### config.mk
export PLATFORM = sky130hd
export DESIGN_NAME = cpu_core
export DESIGN_NICKNAME = d
export VERILOG_FILES = /design/src/rtl/cpu_core.sv
export SDC_FILE = /design/constraint.sdc
export NUM_CORES = 2
export LEC_CHECK = 0
export BUFFER_PORTS_ARGS = -buffer_cell sky130_fd_sc_hd__buf_2
export CORE_ASPECT_RATIO = 0.5
export CORE_MARGIN = 2
export CORE_UTILIZATION = 35
export CTS_BUF_LIST = sky130_fd_sc_hd__clkbuf_8 sky130_fd_sc_hd__clkbuf_16
export DETAILED_ROUTE_END_ITERATION = 10
export GPL_TIMING_DRIVEN = 0
export PLACE_DENSITY = 0.51
export SYNTH_ARGS = -nofsm -noshare
export SYNTH_HDL_FRONTEND = slang
export SYNTH_SLANG_ARGS = --single-unit
### constraint.sdc
create_clock -name clk -period 10.19 [get_ports clk]
set_input_delay 0.5095 -clock clk [delete_from_list [all_inputs] [get_ports clk]]
set_output_delay 0.5095 -clock clk [all_outputs]
set_load 0.05 [all_outputs]
### src/rtl/cpu_core.sv
// cpu_core: single-cycle 16-bit-instruction CPU with program download port,
// 8x32 register file, NZCV flags, data RAM and one memory-mapped GPIO byte.
// Ports:
//   clk                clock, all state changes on its rising edge
//   rst_n              asynchronous active-low reset of CPU state
//   download_program   1 = write program memory and hold execution
//   instruction_index  halfword index written during download
//   program_in         instruction written during download
//   gpio_state         registered GPIO output byte
module cpu_core #(
    parameter int PROG_WORDS = 64,
    parameter int DATA_WORDS = 16,
    parameter int START_PC   = 10,
    parameter int GPIO_ADDR  = 32
) (
    input  logic        clk,
    input  logic        rst_n,
    input  logic        download_program,
    input  logic [31:0] instruction_index,
    input  logic [15:0] program_in,
    output logic [7:0]  gpio_state
);

    localparam int PAW = (PROG_WORDS > 1) ? $clog2(PROG_WORDS) : 1;
    localparam int DAW = (DATA_WORDS > 1) ? $clog2(DATA_WORDS) : 1;
    localparam logic [31:0] P_WORDS = 32'(PROG_WORDS);
    localparam logic [31:0] D_WORDS = 32'(DATA_WORDS);
    localparam logic [31:0] START   = 32'(START_PC);
    localparam logic [31:0] GPIO    = 32'(GPIO_ADDR);

    logic [15:0] prog_mem [PROG_WORDS];
    logic [31:0] dmem [DATA_WORDS];
    logic [31:0] regs [8];
    logic [31:0] pc;
    logic        flag_n;
    logic        flag_z;
    logic        flag_c;
    logic        flag_v;

    logic [15:0] instr;
    logic [31:0] rd_val;
    logic [31:0] rm_val;
    logic [31:0] rn_val;
    logic [31:0] rt_val;
    logic [31:0] imm8;
    logic [31:0] addr;
    logic        addr_gpio;
    logic        addr_ok;
    logic [31:0] ld_data;
    logic [35:0] imm_as;
    logic [35:0] reg_cmp;

    logic [31:0] pc_nxt;
    logic        rf_we;
    logic [2:0]  rf_idx;
    logic [31:0] rf_data;
    logic [3:0]  nzcv_nxt;
    logic        dm_we;
    logic        gpio_we;

    // Returns {N, Z, C, V, result}; C is carry out, or NOT borrow on subtract.
    function automatic logic [35:0] addsub(
        input logic [31:0] a,
        input logic [31:0] b,
        input logic        sub
    );
        logic [31:0] bx;
        logic [32:0] s;
        logic        v;
        bx = sub ? ~b : b;
        s  = {1'b0, a} + {1'b0, bx} + {32'd0, sub};
        v  = (a[31] == bx[31]) && (s[31] != a[31]);
        return {s[31], s[31:0] == 32'd0, s[32], v, s[31:0]};
    endfunction

    function automatic logic cond_pass(
        input logic [3:0] cc,
        input logic       n,
        input logic       z,
        input logic       c,
        input logic       v
    );
        logic t;
        case (cc)
            4'h0:    t = z;
            4'h1:    t = !z;
            4'h2:    t = c;
            4'h3:    t = !c;
            4'h4:    t = n;
            4'h5:    t = !n;
            4'h6:    t = v;
            4'h7:    t = !v;
            4'h8:    t = c && !z;
            4'h9:    t = !c || z;
            4'hA:    t = n == v;
            4'hB:    t = n != v;
            4'hC:    t = !z && (n == v);
            4'hD:    t = z || (n != v);
            4'hE:    t = 1'b1;
            default: t = 1'b0;
        endcase
        return t;
    endfunction

    // Program writes are independent of reset so a download during reset lands.
    always_ff @(posedge clk) begin
        if (download_program && (instruction_index < P_WORDS))
            prog_mem[instruction_index[PAW-1:0]] <= program_in;
    end

    assign instr  = (pc < P_WORDS) ? prog_mem[pc[PAW-1:0]] : 16'h0000;
    assign rd_val = regs[instr[10:8]];
    assign rm_val = regs[instr[5:3]];
    assign rn_val = regs[instr[5:3]];
    assign rt_val = regs[instr[2:0]];
    assign imm8   = {24'd0, instr[7:0]};

    assign addr      = rn_val + {25'd0, instr[10:6], 2'b00};
    assign addr_gpio = addr == GPIO;
    assign addr_ok   = {2'b00, addr[31:2]} < D_WORDS;

    always_comb begin
        ld_data = 32'd0;
        if (addr_gpio)
            ld_data = {24'd0, gpio_state};
        else if (addr_ok)
            ld_data = dmem[addr[DAW+1:2]];
    end

    assign imm_as  = addsub(rd_val, imm8, instr[12:11] != 2'b10);
    assign reg_cmp = addsub(regs[instr[2:0]], rm_val, 1'b1);

    always_comb begin
        pc_nxt   = pc + 32'd1;
        rf_we    = 1'b0;
        rf_idx   = instr[2:0];
        rf_data  = 32'd0;
        nzcv_nxt = {flag_n, flag_z, flag_c, flag_v};
        dm_we    = 1'b0;
        gpio_we  = 1'b0;
        unique case (1'b1)
            instr[15:13] == 3'b001: begin
                rf_idx = instr[10:8];
                case (instr[12:11])
                    2'b00: begin
                        rf_we       = 1'b1;
                        rf_data     = imm8;
                        nzcv_nxt[3] = 1'b0;
                        nzcv_nxt[2] = imm8 == 32'd0;
                    end
                    2'b01: begin
                        nzcv_nxt = imm_as[35:32];
                    end
                    default: begin
                        rf_we    = 1'b1;
                        rf_data  = imm_as[31:0];
                        nzcv_nxt = imm_as[35:32];
                    end
                endcase
            end
            instr[15:10] == 6'b010000: begin
                case (instr[9:6])
                    4'b0000: begin
                        rf_we   = 1'b1;
                        rf_data = regs[instr[2:0]] & rm_val;
                    end
                    4'b0001: begin
                        rf_we   = 1'b1;
                        rf_data = regs[instr[2:0]] ^ rm_val;
                    end
                    4'b1100: begin
                        rf_we   = 1'b1;
                        rf_data = regs[instr[2:0]] | rm_val;
                    end
                    4'b1111: begin
                        rf_we   = 1'b1;
                        rf_data = ~rm_val;
                    end
                    default: ;
                endcase
                if (rf_we) begin
                    nzcv_nxt[3] = rf_data[31];
                    nzcv_nxt[2] = rf_data == 32'd0;
                end
                if (instr[9:6] == 4'b1010)
                    nzcv_nxt = reg_cmp[35:32];
            end
            instr[15:12] == 4'b0110: begin
                if (instr[11]) begin
                    rf_we   = 1'b1;
                    rf_data = ld_data;
                end else if (addr_gpio) begin
                    gpio_we = 1'b1;
                end else begin
                    dm_we = addr_ok;
                end
            end
            instr[15:12] == 4'b1101: begin
                if (cond_pass(instr[11:8], flag_n, flag_z, flag_c, flag_v))
                    pc_nxt = pc + 32'd2 + {{24{instr[7]}}, instr[7:0]};
            end
            instr[15:11] == 5'b11100: begin
                pc_nxt = pc + 32'd2 + {{21{instr[10]}}, instr[10:0]};
            end
            default: ;
        endcase
    end

    always_ff @(posedge clk or negedge rst_n) begin
        if (!rst_n) begin
            pc         <= START;
            flag_n     <= 1'b0;
            flag_z     <= 1'b0;
            flag_c     <= 1'b0;
            flag_v     <= 1'b0;
            gpio_state <= 8'd0;
            for (int i = 0; i < 8; i++)
                regs[i] <= 32'd0;
        end else if (download_program) begin
            pc <= START;
        end else begin
            pc <= pc_nxt;
            {flag_n, flag_z, flag_c, flag_v} <= nzcv_nxt;
            if (rf_we)
                regs[rf_idx] <= rf_data;
            if (gpio_we)
                gpio_state <= rt_val[7:0];
            if (dm_we)
                dmem[addr[DAW+1:2]] <= rt_val;
        end
    end

endmodule

==> results.cfg <==
[status]
status = complete, no violations

[setup_path]
cp.required_ps = 10970
rrSetupSlack_ps = 140
crit_fanout = 10
critPathKind = flop to flop
crit_path_frequent_cell = clkbuf_4
cp_slowest_cell = dfstp_2
endpoint_kind = flop
cp.arrival_ps = 10830
max_stage_delay_ps = 580
startpoint_type = flop

[global_route]
antenna_found_initial = 17
grt-ovfl-total = 0
grt_first_pass_wirelength_mm = 439.9
grtUsageTotal_pct = 24.04
grt_pass1_vias = 55990
grt_max_degree = 93

[sta]
slew_viol_final = 0
setup-tns-final_ps = 0
max-slew-margin-rel_pct = 6.347
finalCriticalPeriod_ps = 10050
timing.fmax_mhz = 99.48
finalHoldViolCount = 0
worstMarginPinSlew_ps = 1405
period_share_pct = 98.65
setup-violations-final = 0
skew_ps = 82.87

[finish]
postLayoutCellArea_um2 = 101200
seq_area_um2 = 53630
areaGrowthSynthToFinish_pct = 14.07
fillers = 23140
drive_gt1_share_pct = 23.56
nets = 6608
multiInputGateArea_um2 = 33630

[drt]
first_iter_violations = 7401
drc = 0
wl_per_cell_um = 32.05
drt-total-wl_mm = 315.9
num_vias = 57750
firstDrtPassIters = 6
drtAntennaViolNets = 0
via_per_inst = 5.858

[synthesis]
synthFlopType = edfxtp_1
postSynthCellCount = 6035
ys_async_sr_fraction_pct = 16.34
synth_edf_count = 1536
synthTopCellsByArea = edfxtp_1 (52%), mux4_2 (11%), dfrtp_1 (8.4%)
syn_area_per_cell_um2 = 14.71
synth_top_cell_area_share_pct = 51.97
synth_top_cell_by_area = edfxtp_1
synth_nets = 6278
synth-warning-count = 0
ys_seq_area_share_pct = 60.44
yosysUniqueCellTypes = 111
syn_area_um2 = 88750
synth_seq_cells = 1836

[floorplan]
core_um2 = 251600
die_w_um = 716.1
die_area_um2 = 257800
row_count = 130
ios = 59
die_h_um = 360.1
start_util_pct = 35.27

[place]
placed_area_um2 = 95120
portBuffers = 54
place_hpwl_mm = 216.1
routabilityCongestion = 0.9646

[hold_path]
min_path_type = input pin to asynchronous set/reset pin

[clocking]
cts.sinks = 1836
cts_buffer_depth = 4
htreeDepth = 4
insertion_delay_ps = 870
clkTransAtPathRegs_ps = 70
cts-buffers-inserted = 175
cts_tree = yes
cts-root-buf = clkbuf_16

[job]
drv_cap = 0
path summary, 6_finish.rpt:
check                              start               to  cells past startpoint
max                                pc[1]           flag_z                     31
min                                rst_n        regs[181]                      2
max reg2reg                        pc[1]           flag_z                     31
min reg2reg                    regs[185]        regs[185]                      2
max in group asynchronous          rst_n        regs[198]                      4
min in group clk           program_in[8]  prog_mem[36][8]                      1
registers in the layout, summed over array words and instances, names as in the netlist:
register	count
pc	32
flag_n	1
gpio_state	8
dmem	512
flag_c	1
flag_z	1
flag_v	1
prog_mem	1024
regs	256
final cells by class:
type | count | area share (%)
clock buffer | 177 | 4.364
tap | 3366 | 4.160
inverter | 158 | 0.5945
multi-input combinational | 3710 | 33.22
sequential | 1836 | 52.98
timing repair buffer | 158 | 1.979
buffer | 326 | 1.884
antenna | 7 | 0.01730
clock inverter | 120 | 0.8034
synth_stat cells, types with 52 or more instances:
library cell and n:
edfxtp_1 1536, nand2_1 576, mux4_2 421, mux2_2 308
nor2_1 300, dfrtp_1 298, mux2i_1 238, a21oi_1 196
clkbuf_1 195, o21ai_0 193, ha_1 188, inv_1 144
nand3_1 135, xnor2_1 104, and3_1 86, nor3_1 84
a21o_1 52, o211ai_1 52
per-layer routing:
layer / track usage, % / vias to the layer above / part of all wire [%]
met1: 33.75 / 30270 / 43
met5: 0 / - / 0.0095
li1: - / 24320 / -
met3: 5.072 / 546 / 8.5
met2: 37.48 / 2606 / 45
met4: 7.245 / 4 / 3.4
critical path: cells and delay by family, from the launching register on:
family                   cells  cell delay, ps
buffers and inverters        9            3040
AO/OA/AOI/OAI               12            3020
multiplexers                 3            1470
AND/OR/NAND/NOR              4             930
flip-flops                   1             580
adder cells (fa/ha/maj)      1             430
XOR/XNOR                     2             400
layout by cell type, fill, tap and decap left out, types with 48 or more instances in the layout:
cell       synthesis  routed
xor2_1            51      50
nand2_1          576     574
nor2_4             0      53
ha_1             188     188
nand3_1          135     133
o21ai_0          193     180
clkbuf_2           1      50
a21o_1            52      52
o211ai_1          52      52
o22ai_1           48      48
clkbuf_1         195     129
a21oi_1          196     195
inv_1            144     182
dfrtp_1          298     298
nor2_1           300     216
buf_2             47      80
buf_4             14      59
mux4_2           421     421
clkbuf_16          0     176
xnor2_1          104     103
and3_1            86      86
nor3_1            84      81
edfxtp_1        1536    1536
mux2i_1          238     237
mux2_2           308     308
through the flow:
| stage | hold slack [ps] | std cells | setup WS (ps) | util (%) |
|---|---|---|---|---|
| 2_1_floorplan | 213.9 | 6035 | 1071 | - |
| 3_3_place_gp | 489.0 | 9455 | -6747 | 37.05 |
| 3_5_place_dp | 486.2 | 9525 | -3627 | 37.80 |
| 4_1_cts | 234.2 | 9846 | 1.902 | 40.15 |
| 5_1_grt | 269.1 | 9854 | -2.401 | 40.23 |
| 6_report | 240.0 | 9858 | 137.5 | 40.23 |
kinds of logic after synthesis:
family / after synthesis / synth area share [%]
xor gates and xnor gates: 155 / 1.530
adders and majority gates: 192 / 2.741
and+or+nand+nor: 1426 / 7.522
DFF: 1836 / 60.44
buffers and inverters: 489 / 2.517
AOI/OAI and AO/OA: 936 / 7.547
muxes: 1001 / 17.71
timing repair:
action,in CTS,in global routing
pin swaps,18,7
hold buffers,1,0
setup endpoints to repair,802,568
endpoints found under the hold margin,51,0
gates resized for setup,163,74
buffers inserted,26,7
Power is left out: the tool's default activity adds up to more than one toggle a clock period on the data nets, which glitch-free logic cannot reach.
